**config.mk**
```make
export PLATFORM = sky130hd
export DESIGN_NAME = circulant_transpose_stream_flat
export DESIGN_NICKNAME = d
export VERILOG_FILES = /design/src/rtl/circulant_transpose_stream_if.sv /design/src/rtl/circulant_transpose_stream.sv /design/src/flat_wrapper.sv
export SDC_FILE = /design/constraint.sdc
export NUM_CORES = 1
export LEC_CHECK = 0
export ABC_AREA = 0
export ABC_CLOCK_PERIOD_IN_PS = 5100
export BUFFER_PORTS_ARGS = -buffer_cell sky130_fd_sc_hd__buf_2
export CAP_MARGIN = 30
export CORE_MARGIN = 5
export CORE_UTILIZATION = 30
export DETAILED_ROUTE_END_ITERATION = 12
export GPL_ROUTABILITY_DRIVEN = 0
export SETUP_SLACK_MARGIN = 0.3
export SYNTH_ARGS = -nofsm -noshare
export SYNTH_HDL_FRONTEND = slang
export SYNTH_SLANG_ARGS = --single-unit
```
**constraint.sdc**
```tcl
create_clock -name clk -period 5.1 [get_ports clk]
set_clock_uncertainty 0.1 [all_clocks]
set_input_delay 0.255 -clock clk [delete_from_list [all_inputs] [get_ports clk]]
set_output_delay 0.255 -clock clk [all_outputs]
set_load 0.005 [all_outputs]
```
**src/rtl/circulant_transpose_stream_if.sv**
```systemverilog
// Stream port bundle for circulant_transpose_stream: one word, its
// valid/ready handshake and the per-matrix mode bit.
interface circulant_transpose_stream_if #(
  parameter int WORD_LEN = 32
) ();
  logic [WORD_LEN-1:0] data;
  logic                valid;
  logic                ready;
  logic                mode;

  modport master (output data, output valid, output mode, input  ready);
  modport slave  (input  data, input  valid, input  mode, output ready);
endinterface

```
**src/rtl/circulant_transpose_stream.sv**
```systemverilog
// Double-buffered streaming matrix transpose on circulant column storage.
// A[r][c] lives in column memory (r+c) mod MATRIX_DIM at address r, so any
// CPW consecutive rows or columns read back in one cycle without conflicts.
// Optional feature macro: CIRC_TPOSE_LAST_EN adds o_last (end-of-matrix flag).
module circulant_transpose_stream #(
  parameter int MATRIX_DIM = 8,
  parameter int COL_WIDTH  = 8,
  parameter int WORD_LEN   = 32
) (
  input  logic clk,
  input  logic rst_n,
  circulant_transpose_stream_if.slave  i_s,
  circulant_transpose_stream_if.master o_m
`ifdef CIRC_TPOSE_LAST_EN
  ,
  output logic o_last
`endif
);

  localparam int CPW = WORD_LEN / COL_WIDTH;
  localparam int WPR = (CPW > 0) ? MATRIX_DIM / CPW : 1;
  localparam int RW  = $clog2(MATRIX_DIM);
  localparam int WW  = (WPR > 1) ? $clog2(WPR) : 1;
  localparam logic [RW-1:0] ROW_LAST  = RW'(MATRIX_DIM - 1);
  localparam logic [WW-1:0] WORD_LAST = WW'(WPR - 1);

  if ((MATRIX_DIM < 2) || ((MATRIX_DIM & (MATRIX_DIM - 1)) != 0)) begin : g_bad_dim
    $error("MATRIX_DIM must be a power of two and at least 2");
  end
  if ((CPW < 1) || ((WORD_LEN % COL_WIDTH) != 0)) begin : g_bad_word
    $error("WORD_LEN must be a non-zero multiple of COL_WIDTH");
  end
  if (((CPW & (CPW - 1)) != 0) || (CPW > MATRIX_DIM)) begin : g_bad_cpw
    $error("WORD_LEN/COL_WIDTH must be a power of two not above MATRIX_DIM");
  end

  typedef enum logic [1:0] {RD_IDLE, RD_RUN, RD_WAIT} rd_state_t;

  logic [COL_WIDTH-1:0] r_mem [2][MATRIX_DIM][MATRIX_DIM];

  logic [RW-1:0] r_wr_row;
  logic [WW-1:0] r_wr_word;
  logic          r_wr_bank;
  logic [1:0]    r_full;
  logic [1:0]    r_mode_bank;

  rd_state_t     r_state, w_state_nxt;
  logic [RW-1:0] r_rd_o;
  logic [WW-1:0] r_rd_w;
  logic          r_iss_bank;
  logic          r_rd_bank;

  logic [COL_WIDTH-1:0] r_col_p1 [MATRIX_DIM];
  logic [RW-1:0]        r_base_p1;
  logic                 r_mode_p1, r_last_p1, r_vld_p1;
  logic [WORD_LEN-1:0]  r_data_p2;
  logic                 r_mode_p2, r_last_p2, r_vld_p2;

  logic                w_wr_fire, w_wr_last, w_stall, w_issue, w_iss_last;
  logic                w_final, w_iss_mode, w_other_full, w_cur_full;
  logic [RW-1:0]       w_base;
  logic [RW-1:0]       w_addr [MATRIX_DIM];
  logic [WORD_LEN-1:0] w_rot;

  assign i_s.ready  = !r_full[r_wr_bank];
  assign w_wr_fire  = i_s.valid && i_s.ready;
  assign w_wr_last  = w_wr_fire && (r_wr_row == ROW_LAST) && (r_wr_word == WORD_LAST);
  assign w_stall    = r_vld_p2 && !o_m.ready;
  assign w_final    = r_vld_p2 && o_m.ready && r_last_p2;
  assign w_iss_last = (r_rd_o == ROW_LAST) && (r_rd_w == WORD_LAST);
  assign w_iss_mode = r_mode_bank[r_iss_bank];
  // A bank whose last word leaves this cycle is not yet free to be re-read.
  assign w_other_full = r_full[~r_iss_bank] && !(w_final && (r_rd_bank == ~r_iss_bank));
  assign w_cur_full   = r_full[r_iss_bank]  && !(w_final && (r_rd_bank == r_iss_bank));

  // Scatter each incoming lane into its circulant column at address = row.
  always_ff @(posedge clk) begin
    if (w_wr_fire) begin
      for (int k = 0; k < CPW; k++) begin
        r_mem[r_wr_bank][RW'(int'(r_wr_row) + int'(r_wr_word) * CPW + k)][r_wr_row]
          <= i_s.data[k*COL_WIDTH +: COL_WIDTH];
      end
    end
  end

  // Write counters, write bank pointer and the mode latched on each matrix's first word.
  always_ff @(posedge clk or negedge rst_n) begin
    if (!rst_n) begin
      r_wr_row    <= '0;
      r_wr_word   <= '0;
      r_wr_bank   <= 1'b0;
      r_mode_bank <= '0;
    end else if (w_wr_fire) begin
      if ((r_wr_row == '0) && (r_wr_word == '0)) r_mode_bank[r_wr_bank] <= i_s.mode;
      if (r_wr_word == WORD_LAST) begin
        r_wr_word <= '0;
        r_wr_row  <= r_wr_row + 1'b1;
      end else begin
        r_wr_word <= r_wr_word + 1'b1;
      end
      if (w_wr_last) r_wr_bank <= ~r_wr_bank;
    end
  end

  // Bank full flags: set by the last write, cleared by the last output handshake.
  always_ff @(posedge clk or negedge rst_n) begin
    if (!rst_n) begin
      r_full <= '0;
    end else begin
      for (int b = 0; b < 2; b++) begin
        if (w_wr_last && (r_wr_bank == 1'(b)))     r_full[b] <= 1'b1;
        else if (w_final && (r_rd_bank == 1'(b)))  r_full[b] <= 1'b0;
      end
    end
  end

  // Read FSM next state; RUN chains straight into the other bank when it is ready.
  always_comb begin
    w_state_nxt = r_state;
    w_issue     = 1'b0;
    case (r_state)
      RD_IDLE: if (r_full[r_iss_bank]) w_state_nxt = RD_RUN;
      RD_RUN: begin
        if (!w_stall) begin
          w_issue = 1'b1;
          if (w_iss_last) w_state_nxt = w_other_full ? RD_RUN : RD_WAIT;
        end
      end
      RD_WAIT: begin
        if (w_cur_full)   w_state_nxt = RD_RUN;
        else if (w_final) w_state_nxt = RD_IDLE;
      end
      default: w_state_nxt = RD_IDLE;
    endcase
  end

  // Read FSM state, issue counters, issue bank and drain bank pointers.
  always_ff @(posedge clk or negedge rst_n) begin
    if (!rst_n) begin
      r_state    <= RD_IDLE;
      r_rd_o     <= '0;
      r_rd_w     <= '0;
      r_iss_bank <= 1'b0;
      r_rd_bank  <= 1'b0;
    end else begin
      r_state <= w_state_nxt;
      if (w_issue) begin
        if (r_rd_w == WORD_LAST) begin
          r_rd_w <= '0;
          r_rd_o <= r_rd_o + 1'b1;
        end else begin
          r_rd_w <= r_rd_w + 1'b1;
        end
        if (w_iss_last) r_iss_bank <= ~r_iss_bank;
      end
      if (w_final) r_rd_bank <= ~r_rd_bank;
    end
  end

  // Per-column read address: the row of the lane that column feeds.
  always_comb begin
    w_base = RW'(int'(r_rd_o) + int'(r_rd_w) * CPW);
    for (int j = 0; j < MATRIX_DIM; j++) begin
      w_addr[j] = r_rd_o;
      if (w_iss_mode) w_addr[j] = RW'(int'(r_rd_w) * CPW + int'(RW'(j - int'(w_base))));
    end
  end

  // ---- stage 1: registered column memory read ----
  // Capture every column plus the rotation base for the stage-2 lane select.
  always_ff @(posedge clk) begin
    if (w_issue) begin
      for (int j = 0; j < MATRIX_DIM; j++) r_col_p1[j] <= r_mem[r_iss_bank][j][w_addr[j]];
      r_base_p1 <= w_base;
      r_mode_p1 <= w_iss_mode;
      r_last_p1 <= w_iss_last;
    end
  end

  // Stage-1 valid advances only when the output is not stalled.
  always_ff @(posedge clk or negedge rst_n) begin
    if (!rst_n)        r_vld_p1 <= 1'b0;
    else if (!w_stall) r_vld_p1 <= w_issue;
  end

  // ---- stage 2: rotate columns into lanes ----
  // Lane k comes from column (base+k) mod MATRIX_DIM.
  always_comb begin
    w_rot = '0;
    for (int k = 0; k < CPW; k++) w_rot[k*COL_WIDTH +: COL_WIDTH] = r_col_p1[RW'(int'(r_base_p1) + k)];
  end

  // Output register; holds its word and mode while the consumer stalls.
  always_ff @(posedge clk or negedge rst_n) begin
    if (!rst_n) begin
      r_vld_p2  <= 1'b0;
      r_data_p2 <= '0;
      r_mode_p2 <= 1'b0;
      r_last_p2 <= 1'b0;
    end else if (!w_stall) begin
      r_vld_p2 <= r_vld_p1;
      if (r_vld_p1) begin
        r_data_p2 <= w_rot;
        r_mode_p2 <= r_mode_p1;
        r_last_p2 <= r_last_p1;
      end
    end
  end

  assign o_m.data  = r_data_p2;
  assign o_m.valid = r_vld_p2;
  assign o_m.mode  = r_mode_p2;
`ifdef CIRC_TPOSE_LAST_EN
  assign o_last    = r_vld_p2 && r_last_p2;
`endif

endmodule
```
**src/flat_wrapper.sv**
```systemverilog
// flat-port wrapper written by rule: the top's interface ports become plain ports
module circulant_transpose_stream_flat 
#(
  parameter int MATRIX_DIM = 8,
  parameter int COL_WIDTH  = 8,
  parameter int WORD_LEN   = 32
)
  (clk, rst_n, i_s_data, i_s_valid, i_s_mode, i_s_ready, o_m_data, o_m_valid, o_m_mode, o_m_ready);
  circulant_transpose_stream_if #(.WORD_LEN(WORD_LEN)) i_s_i ();
  circulant_transpose_stream_if #(.WORD_LEN(WORD_LEN)) o_m_i ();
  input  logic clk;
  input  logic rst_n;
  input wire logic [$bits(i_s_i.data)-1:0] i_s_data;
  input wire logic [$bits(i_s_i.valid)-1:0] i_s_valid;
  input wire logic [$bits(i_s_i.mode)-1:0] i_s_mode;
  output wire logic [$bits(i_s_i.ready)-1:0] i_s_ready;
  output wire logic [$bits(o_m_i.data)-1:0] o_m_data;
  output wire logic [$bits(o_m_i.valid)-1:0] o_m_valid;
  output wire logic [$bits(o_m_i.mode)-1:0] o_m_mode;
  input wire logic [$bits(o_m_i.ready)-1:0] o_m_ready;
  assign i_s_i.data = i_s_data;
  assign i_s_i.valid = i_s_valid;
  assign i_s_i.mode = i_s_mode;
  assign i_s_ready = i_s_i.ready;
  assign o_m_data = o_m_i.data;
  assign o_m_valid = o_m_i.valid;
  assign o_m_mode = o_m_i.mode;
  assign o_m_i.ready = o_m_ready;
  circulant_transpose_stream #(.MATRIX_DIM(MATRIX_DIM), .COL_WIDTH(COL_WIDTH), .WORD_LEN(WORD_LEN)) u_core (.clk(clk), .rst_n(rst_n), .i_s(i_s_i), .o_m(o_m_i));
endmodule
```
After elaboration in Yosys (flattened, before gate mapping)

Memory sizes are Yosys's and may differ from the RTL's. A register that Yosys moved wholly into a read port is not among the register bits.
Cells that the tools add are included.

Div/mod/pow operators: 0
Reductions and logical operators: 41
Add/sub/neg operators: 28
Multiply operators: 0
Order comparisons: 22
Shift-type cells: 0
Equal/unequal tests: 10
Bitwise gates (word level): 1554
Muxes and demuxes: 1611

Operators with widths:

| kind                                                                         | count |
|---|---|
| 512-bit two-way mux                                                          | 4 |
| 1-bit two-way mux                                                            | 1556 |
| 1-bit bitwise OR                                                             | 1536 |
| 64-bit demux with 3-bit select                                               | 4 |
| 64-bit two-way mux                                                           | 4 |
| 8-bit binary-select mux with 3-bit select                                    | 8 |
| 8-bit two-way mux                                                            | 17 |
| 4-bit >= comparator, second input constant                                   | 9 |
| 3-bit inverter with 4-bit output                                             | 9 |
| 3-bit adder                                                                  | 10 |
| 8-bit demux with 3-bit select                                                | 1 |
| 3-bit two-way mux                                                            | 8 |
| 1-bit logical AND                                                            | 22 |
| 3-bit by 4-bit >= comparator with 1-bit output, second input constant        | 4 |
| 3-bit by 1-bit less-than comparator with 1-bit output, second input constant | 4 |
| 2-bit two-way mux                                                            | 6 |
| 3-bit inverter                                                               | 4 |
| 2-bit AND reduction                                                          | 6 |
| 3-bit subtractor, first input constant                                       | 4 |
| 3-bit by 1-bit adder with 3-bit output, second input constant                | 3 |
| 3-bit by 2-bit adder with 3-bit output, second input constant                | 3 |
| 1-bit zero test                                                              | 8 |
| 3-bit adder, second input constant                                           | 2 |
| 3-bit equality test, second input constant                                   | 2 |
| other kinds (20)                                                             | 32 |

Output and inout bits: 35
Memories kept: 2
ROM bits: 0
Register bits: 26
Latch bits: 0
RAM bits: 1088
Logic and storage cells: 3286

Memory list:

| name            | words | bits a word | rd ports | clocked after memory_dff | write ports | RTL line                         | text |
|---|---|---|---|---|---|---|---|
| u_core.r_mem    | 2     | 512         | 1        | 0                        | 1           | circulant_transpose_stream.sv:39 | `logic [COL_WIDTH-1:0] r_mem [2][MATRIX_DIM][MATRIX_DIM];` |
| u_core.r_col_p1 | 8     | 8           | 4        | 4                        | 8           | circulant_transpose_stream.sv:53 | `logic [COL_WIDTH-1:0] r_col_p1 [MATRIX_DIM];` |

Depth between registers and ports, before layout

Gate-level depths: netlist of run 1.

Word-level depth: 11
Gate-level depth with buffers: 11
Depth with buffers taken out: 7

Least setup slack after synthesis of run 1

No wires, ideal clock.

Path kind: flip-flop to flip-flop
Start: register u_core.r_vld_p2 (netlist: u_core.o_m.valid)
End: register u_core.r_rd_o[1]
Data required time: 4.874 ns
Setup time: 0.126 ns
Stages on the path, launching flop included: 5
Slack: 0.356 ns
Arrival: 4.519 ns
Buffers on the path: 0
Cell sequence: dfrtp_1 -> nor2b_1 -> nor2_1 -> nand2_1 -> mux2_2

Word-level cells in the longest chain between the ends: 4

RTL lines:

| what                                 | RTL line                          | text |
|---|---|---|
| start, declared                      | circulant_transpose_stream.sv:57  | `logic r_mode_p2, r_last_p2, r_vld_p2;` |
| start signal, assigned               | circulant_transpose_stream.sv:201 | `r_vld_p2 <= r_vld_p1;` |
| 1-bit logical AND                    | circulant_transpose_stream.sv:68  | `assign w_stall = r_vld_p2 && !o_m.ready;` |
| 1-bit two-way mux                    | circulant_transpose_stream.sv:124 | `if (!w_stall) begin` |
| 1-bit two-way mux                    | circulant_transpose_stream.sv:121 | `case (r_state)` |
| net u_core.w_issue                   | circulant_transpose_stream.sv:59  | `logic w_wr_fire, w_wr_last, w_stall, w_issue, w_iss_last;` |
| 2-bit AND reduction (no source line) | --                                |  |
| end signal, assigned                 | circulant_transpose_stream.sv:150 | `r_rd_o <= r_rd_o + 1'b1;` |
| end, declared                        | circulant_transpose_stream.sv:48  | `logic [RW-1:0] r_rd_o;` |

The timed path passes the listed nets, and every way through them passes these cells.
A chain may end at the register's enable or synchronous reset.

Worst setup path after layout of run 1

Start: register u_core.r_wr_word
End: memory u_core.r_mem[1][441] (netlist name), enable pin

Word-level cells in the longest chain between the ends: 11
Elaborated cells between the ends (all ways): 35
Classes of those cells: add/sub (4); order compare (8); mux (12); bitwise (7); reduce/logical (4)

RTL lines:

| what                                                                                                                                          | RTL line                         | text |
|---|---|---|
| start, declared                                                                                                                               | circulant_transpose_stream.sv:42 | `logic [WW-1:0] r_wr_word;` |
| start signal, assigned                                                                                                                        | circulant_transpose_stream.sv:99 | `r_wr_word <= r_wr_word + 1'b1;` |
| 3-bit adder *                                                                                                                                 | circulant_transpose_stream.sv:80 | `r_mem[r_wr_bank][RW'(int'(r_wr_row) + int'(r_wr_word) * CPW + k)][r_wr_row]` |
| 3-bit by 2-bit adder with 3-bit output                                                                                                        | circulant_transpose_stream.sv:80 |  |
| 3-bit inverter (implied by the code)                                                                                                          | circulant_transpose_stream.sv:80 |  |
| 3-bit by 4-bit >= comparator with 1-bit output (implied by the code) or 3-bit by 1-bit less-than comparator with 1-bit output (tied branches) | circulant_transpose_stream.sv:80 |  |
| 1-bit logical AND (implied by the code)                                                                                                       | circulant_transpose_stream.sv:80 |  |
| 64-bit two-way mux (implied by the code)                                                                                                      | circulant_transpose_stream.sv:80 |  |
| 64-bit demux with 3-bit select                                                                                                                | circulant_transpose_stream.sv:80 |  |
| 512-bit two-way mux (implied by the code)                                                                                                     | circulant_transpose_stream.sv:80 |  |
| 1-bit bitwise OR (no source line) (2 in a row)                                                                                                | --                               |  |
| 1-bit bitwise OR (no source line) *                                                                                                           | --                               |  |
| end, declared                                                                                                                                 | circulant_transpose_stream.sv:39 |  |

Every way passes the cells marked *; elsewhere a longest branch is shown, timed or not.

==> results.md, run 1 <==
- CTS tree: yes
- Max IR drop VDD: 332 uV
- Post-synth EDFFs: 1,093
- Slowest stage cell, crit path: a21oi_1
- Min Tclk post-route: between 3 and 4 ns
- Critical path class: flop to flop
- Clk sink count: roughly 1,100
- Synth async-reset ratio: 0.0462
- Register area share after synthesis: 0.652
- Fin crit share: 0.729
- Post-DRT Antenna Nets: 0
- Gate power share: 0.368
- CP top delay family: simple AND/OR/NAND/NOR gates
- Initial core utilization: 0.301
- # Post-CTS Setup Buffers: 0
- Syn Inst Count: 3,364
- Vias: 29,967
- Pint: ~21 mW
- Normalized max-slew margin: 0.298
- Hold Vio Cnt, Final: 0
- Switching power total: 11.5 mW
- Antenna violations before repair: 13
- Top FF cell, synth: edfxtp_1
- R2r endpoint: u_core.r_mem[1][441]
- Leading area contributor after synthesis: edfxtp_1
- Vias in the first global route: about 30,000
- CP max FO: 18
- R2R Path Start: u_core.r_wr_word
- # DRC: 0
- Share of the synthesized area in the top cell type: 0.627
- Die ar.: ~180,000 um^2
- Synth cell types: 66
- LEAKAGE: 19.9 nW
- HP Start: i_s_data[2]
- Max Cap Violations: 0
- First-pass GRT wire length: around 210 mm
- Crit path cell chain: xnor3_1 -> nor2_2 -> nand2_1 -> a21oi_1
- P&R area growth vs syn: 13.1%
- Drt total wl: 148 mm
- PwrDens: approximately 550 nW/um^2
- Layout cell share with drive strength beyond 1: 0.254
- Post-DP HPWL: around 95 mm
- Post-Layout Cell Count: between 5,000 and 6,000
- Met2 routed WL: 72.6 mm
- I/O pins: 72
- Max Fclk: 0.269 GHz
- Top area cells in the synthesized netlist: edfxtp_1, mux4_2, mux2_2
- End of the worst hold path: u_core.r_mem[0][162]
- DP Area: 55,700 um^2
- Worst-Skew Late Latency: between 0.7 and 0.8 ns
- Setup tns final: 0 ns
- Fin Hold WS: 0.0816 ns
- Global Route Usage Sum: 0.160
- Port Buffers: about 70
- R2R setup slack: about 1.4 ns
- RSZ-0062 raised after global routing: no
- Synth Register Bits: around 1,100
- DR WL/cell: 25.1 um
- H-tree depth: 3
- Final setup violation count: 0
- Register share of total power: 0.389
- Worst-Margin Slew: 1.05 ns
- Switch share: 0.349
- Std-Cell Rows: approximately 150
- Nets: between 3,000 and 4,000
- Synth Cell Area: 52,400 um^2
- Die Ht: roughly 430 um
- Clock power share: 0.243
- Pin count of the biggest net entering global routing: between 100 and 150
- Final instance area: between 50,000 and 60,000 um^2
- CP peak stage delay: roughly 0.92 ns
- Via-to-Cell Ratio: 5.10
- Req. time, crit path: 5.36 ns
- Core Region: approximately 170,000 um^2
- CTS root buf: clkbuf_16
- Critical path launch point type: flop
- Clk slew on worst S/H paths: 0.07 ns
- Worst path bufs/invs: 0
- Met3 WL: ~11 mm
- Bufs on Longest Clock Path: 3
- Worst Reg-to-Reg Cells: 4
- Top Metal Used: met5
- Status: complete, no violations
- Die Span X: about 430 um
- Hold path cells: 1
- Wl on met1: around 58 mm
- YS warnings: 0
- Worst EP arrival: 3.98 ns
- Gr ovfl total: 0
- Top-count cell post-synth: edfxtp_1
- Placed cells: roughly 5,700
- TritonCTS Buffers: 115
- First DRT Iteration DRCs: 3,406
- Avg Inst Size Synth: between 15 and 20 um^2
- Slew Limit Fails: 0
- CP Capture Type: flop
- Hold WC Path Type: primary input to flop
- Cts repair resizes: 0
- Commonest cells post-synth: edfxtp_1, nand2_1, clkbuf_1, mux4_2, mux2_2
- # diodes: 0
- Initial DRT Pass Iterations: 6
logic make-up (layout without fill, tap and decap cells):
group / Yosys count / in the layout / synth area share
simple gates: 761 / 761 / 0.0657
fa+ha+maj: 11 / 11 / 0.00263
xor+xnor: 30 / 30 / 0.00676
compound gates: 296 / 296 / 0.0369
flops: 1146 / 1146 / 0.652
mux: 660 / 660 / 0.199
buf+inv: 459 / 394 / 0.0367
other cells: 1 / 256 / 0.0000716
placed cells by master, fill, tap and decap left out, drive strengths merged, types with 2 or more instances in the layout:
cell / n
a32oi: 16
clkinv: 45
xnor2: 19
clkbuf: 142
bufinv: 5
buf: 171
dlygate4sd3: 7
a21oi: 33
ha: 11
nand2: 430
o211ai: 32
inv: 21
or2: 3
o2bb2ai: 8
o21ai: 42
dfrtp: 53
clkinvlp: 3
nand4: 19
mux4: 280
a22oi: 16
conb: 256
nor3: 30
nand2b: 8
xor2: 9
nor2b: 4
nand3: 40
xnor3: 2
o221ai: 16
and2: 6
nor2: 199
a31oi: 128
mux2: 232
nor4: 15
mux2i: 148
edfxtp: 1093
or3: 5
power groups by stage:
stage	clock (mW)	combinational (mW)	sequential [mW]
floorplan	0	8.86	12.2
global route	8.53	12.9	12.8
finish	7.99	12.1	12.8
CTS	8.14	12.2	12.8
global placement	0	12.0	12.9
detailed placement	0	12.1	13.0
final cells by class:
type / count / area, um^2
Sequential cell: 1146 / 34200
Multi-Input combinational cell: 2014 / 17400
Inverter: 14 / 60.1
Timing Repair Buffer: 178 / 1250
Clock buffer: 142 / 3020
Fill cell: 16700 / 115000
Clock inverter: 60 / 452
Tap cell: 2325 / 2910
stage by stage:
step | worst slack [ns] | utilization | power [mW]
after floorplan | 0.356 | - | 21.1
after global routing | 1.22 | 0.341 | 34.3
after detailed placement | 1.38 | 0.320 | 25.1
final | 1.38 | 0.341 | 32.8
after global placement | 1.41 | 0.320 | 24.9
after CTS | 1.37 | 0.341 | 33.1
state kept, by name, summed over array words and instances (netlist names), 2 cells and up:
signal,flops
u_core.r_col_p1,64
u_core.r_state,2
u_core.r_rd_o,3
u_core.r_full,2
u_core.o_m.data,32
u_core.r_mode_bank,2
u_core.r_mem,1024
u_core.r_base_p1,3
u_core.r_wr_row,3
how the worst max path moves through the flow:
stage / from / end / slack, ns / cells past startpoint
floorplan: u_core.o_m.valid / u_core.r_rd_o[1] / 0.36 / 4
global placement: u_core.r_iss_bank / u_core.r_col_p1[1][0] / 1.41 / 6
detailed placement: u_core.r_iss_bank / u_core.r_col_p1[1][0] / 1.38 / 6
CTS: u_core.r_iss_bank / u_core.r_col_p1[1][0] / 1.37 / 6
global route: u_core.r_wr_word / u_core.r_mem[1][212] / 1.22 / 5
finish: u_core.r_wr_word / u_core.r_mem[1][441] / 1.38 / 4
per-layer routing:
layer | global-route usage | vias up
li1 | - | 12796
met1 | 0.207 | 15438
met2 | 0.269 | 1434
met3 | 0.0263 | 297
met4 | 0.0618 | 2
met5 | 0 | -
timing repair:
action / 4_1_cts / 5_1_grt
hold buffers: 7 / 0
hold endpoints to repair: 110 / 0
endpoints found under the setup margin: 0 / 0
(Power assumes the default switching activity.)
==> inputs of run 2 (changes only) <==
--- a/config.mk
+++ b/config.mk
@@ -6,7 +6,7 @@
 export NUM_CORES = 1
 export LEC_CHECK = 0
 export ABC_AREA = 0
-export ABC_CLOCK_PERIOD_IN_PS = 5100
+export ABC_CLOCK_PERIOD_IN_PS = 3000
 export BUFFER_PORTS_ARGS = -buffer_cell sky130_fd_sc_hd__buf_2
 export CAP_MARGIN = 30
 export CORE_MARGIN = 5
==> constraint.sdc (replaced) <==
create_clock -name clk -period 3 [get_ports clk]
set_clock_uncertainty 0.1 [all_clocks]
set_input_delay 0.15 -clock clk [delete_from_list [all_inputs] [get_ports clk]]
set_output_delay 0.15 -clock clk [all_outputs]
set_load 0.005 [all_outputs]
==> results.md, run 2 (synthesized netlist as in run 1, its figures left out) <==
- Status: complete, no violations
- Setup tns final: 0 ns (unchanged)
- Antenna violations before repair: 11 (-2)
- Final setup violation count: 0 (unchanged)
- Worst-Margin Slew: 0.965 ns (-0.0883 ns)
- First DRT Iteration DRCs: 3,343 (-1.8%)
- Critical path class: flop to flop
- Most frequent cells in the layout: edfxtp_1, nand2_1, mux4_2
- Switching power total: 21.1 mW (+84%)
- Die ar.: 183,000 um^2 (unchanged)
- Biggest register: u_core.r_mem
- Pint: 39.1 mW (+83%)
- Critical path launch point type: flop
- P&R area growth vs syn: 19.3%
- R2R Path Start: u_core.r_iss_bank
- First-pass GRT wire length: 216 mm (+1.5%)
- Clock power share: 0.247 (+0.004)
- PwrDens: 965 nW/um^2 (+74%)
- Clk sink count: 1,146 (unchanged)
- Gr ovfl total: 0 (unchanged)
- Worst EP arrival: 3.13 ns (-0.85 ns)
- Fin Hold WS: 0.0529 ns (-0.0288 ns)
- Vias in the first global route: 30,732 (+2.5%)
- Largest register FFs: 1,024 (unchanged)
- HP Start: i_s_data[20]
- Global Route Usage Sum: 0.162 (+0.00264)
- H-tree depth: 3 (unchanged)
- FILL cells: 16,534 (-0.99%)
- Fin worst setup slack: 0.282 ns (-1.10 ns)
- Pre-CTS setup slack: 0.148 ns (-1.23 ns)
- Die Ht: 428 um (unchanged)
- Nets: 3,739 (+6.3%)
- # DRC: 0 (unchanged)
- Final instance area: 62,400 um^2 (+5.5%)
- Pin count of the biggest net entering global routing: 94 (-12%)
- RSZ-0062 raised after global routing: yes
- Register share of total power: 0.354 (-0.035)
- Req. time, crit path: 3.41 ns (-1.95 ns)
- Clk slew on worst S/H paths: 0.07 ns (about the same)
- TritonCTS Buffers: 117 (+1.7%)
- Min Tclk post-route: 2.72 ns (-1.00 ns)
- Switch share: 0.351 (+0.00111)
- CP max FO: 8 (-10)
- Normalized max-slew margin: 0.357 (+0.0589)
- Hold WC Path Type: primary input to flop
- Post-DRT Antenna Nets: 0 (unchanged)
- Max Fclk: 0.368 GHz (+37%)
- Die Span X: 428 um (unchanged)
- Core Region: 174,000 um^2 (unchanged)
- CTS tree: yes
- DR WL/cell: 24.7 um (-1.6%)
- Bufs on Longest Clock Path: 3 (unchanged)
- LEAKAGE: 21.4 nW (+8.0%)
- Drt total wl: 151 mm (+2.4%)
- Initial core utilization: 0.301 (unchanged)
- Std-Cell Rows: 153 (unchanged)
- I/O pins: 72 (unchanged)
- Worst-Skew Late Latency: 0.77 ns (+0.03 ns)
- Max IR drop VDD: 713 uV (+110%)
- CP Capture Type: flop
- Vias: 30,824 (+2.9%)
- Fin crit share: 0.906 (+0.177)
- Crit path from: u_core.r_iss_bank
- DP Area: 57,300 um^2 (+3.0%)
- Max Cap Violations: 0 (unchanged)
- Slew Limit Fails: 0 (unchanged)
- Port Buffers: 71 (unchanged)
- Via-to-Cell Ratio: 5.04 (-1.2%)
- CTS root buf: clkbuf_16
- Hold Vio Cnt, Final: 0 (unchanged)
- Post-DP HPWL: 98.2 mm (+3.9%)
- Initial DRT Pass Iterations: 6 (unchanged)
- Layout cell share with drive strength beyond 1: 0.317 (+0.0636)
- Commonest non-fill, non-tap cell in the layout: edfxtp_1
- Gate power share: 0.398 (+0.030)
run 2: what timing repair did:
| action | 4_1_cts | 5_1_grt |
|---|---|---|
| hold buffers | 33 | 0 |
| buffers inserted | 17 | 7 |
| hold endpoints to repair | 480 | 0 |
| gates resized for setup | 22 | 43 |
| endpoints found under the setup margin | 551 | 525 |
| pin swaps | 15 | 9 |
| gates cloned | 3 | 3 |
run 2: through the flow:
stage | std cells | total power, mW | util
floorplan | 3619 | 36.0 | -
global placement | 5832 | 44.0 | 0.330
detailed placement | 5833 | 44.2 | 0.330
CTS | 6104 | 60.0 | 0.357
global route | 6117 | 62.8 | 0.359
finish | 6119 | 60.3 | 0.359
run 2: final timing paths:
| kind | to | slack [ns] | depth (start not counted) |
|---|---|---|---|
| setup reg to reg | u_core.r_col_p1[1][3] | 0.28 | 8 |
| setup / recovery | u_core.r_col_p1[1][3] | 0.28 | 8 |
| hold reg to reg | u_core.o_m.data[19] | 0.37 | 2 |
| hold / removal | u_core.r_mem[0][492] | 0.05 | 2 |
| max in group asynchronous | u_core.r_iss_bank | 1.46 | 5 |
| min in group asynchronous | u_core.o_m.data[15] | 0.63 | 4 |
run 2: cell type report:
class / instances / area, um^2 / share of cell area
sequential: 1146 / 34200 / 0.547
multi-input combinational: 2014 / 17800 / 0.286
timing repair buffer: 398 / 3490 / 0.0560
clock buffer: 148 / 3160 / 0.0505
tap: 2325 / 2910 / 0.0466
clock inverter: 70 / 797 / 0.0128
inverter: 14 / 62.6 / 0.00100
antenna: 4 / 10.0 / 0.000160
run 2: worst max-delay path, stage by stage (launching register included):
cell and delay, ns:
dfrtp_4 0.52, mux2i_4 0.21, buf_12 0.14, xnor2_4 0.21
buf_8 0.18, buf_12 0.16, mux4_2 0.52, a32oi_2 0.28
nand2_1 0.12
run 2: per-layer routing:
| layer | up-vias | global-route usage | wire length, um |
|---|---|---|---|
| met3 | 284 | 0.0278 | 11400 |
| met5 | - | 0 | 29 |
| li1 | 13280 | - | - |
| met2 | 1347 | 0.269 | 73300 |
| met1 | 15909 | 0.212 | 60500 |
| met4 | 4 | 0.0658 | 6010 |
run 2: power by group through the flow:
stage	clock network, mW	registers (mW)	logic [mW]
5_1_grt	15.9	21.5	25.4
6_report	14.9	21.4	24.0
3_3_place_gp	0	21.6	22.4
3_5_place_dp	0	21.7	22.6
2_1_floorplan	0	20.8	15.2
4_1_cts	15.2	21.4	23.4
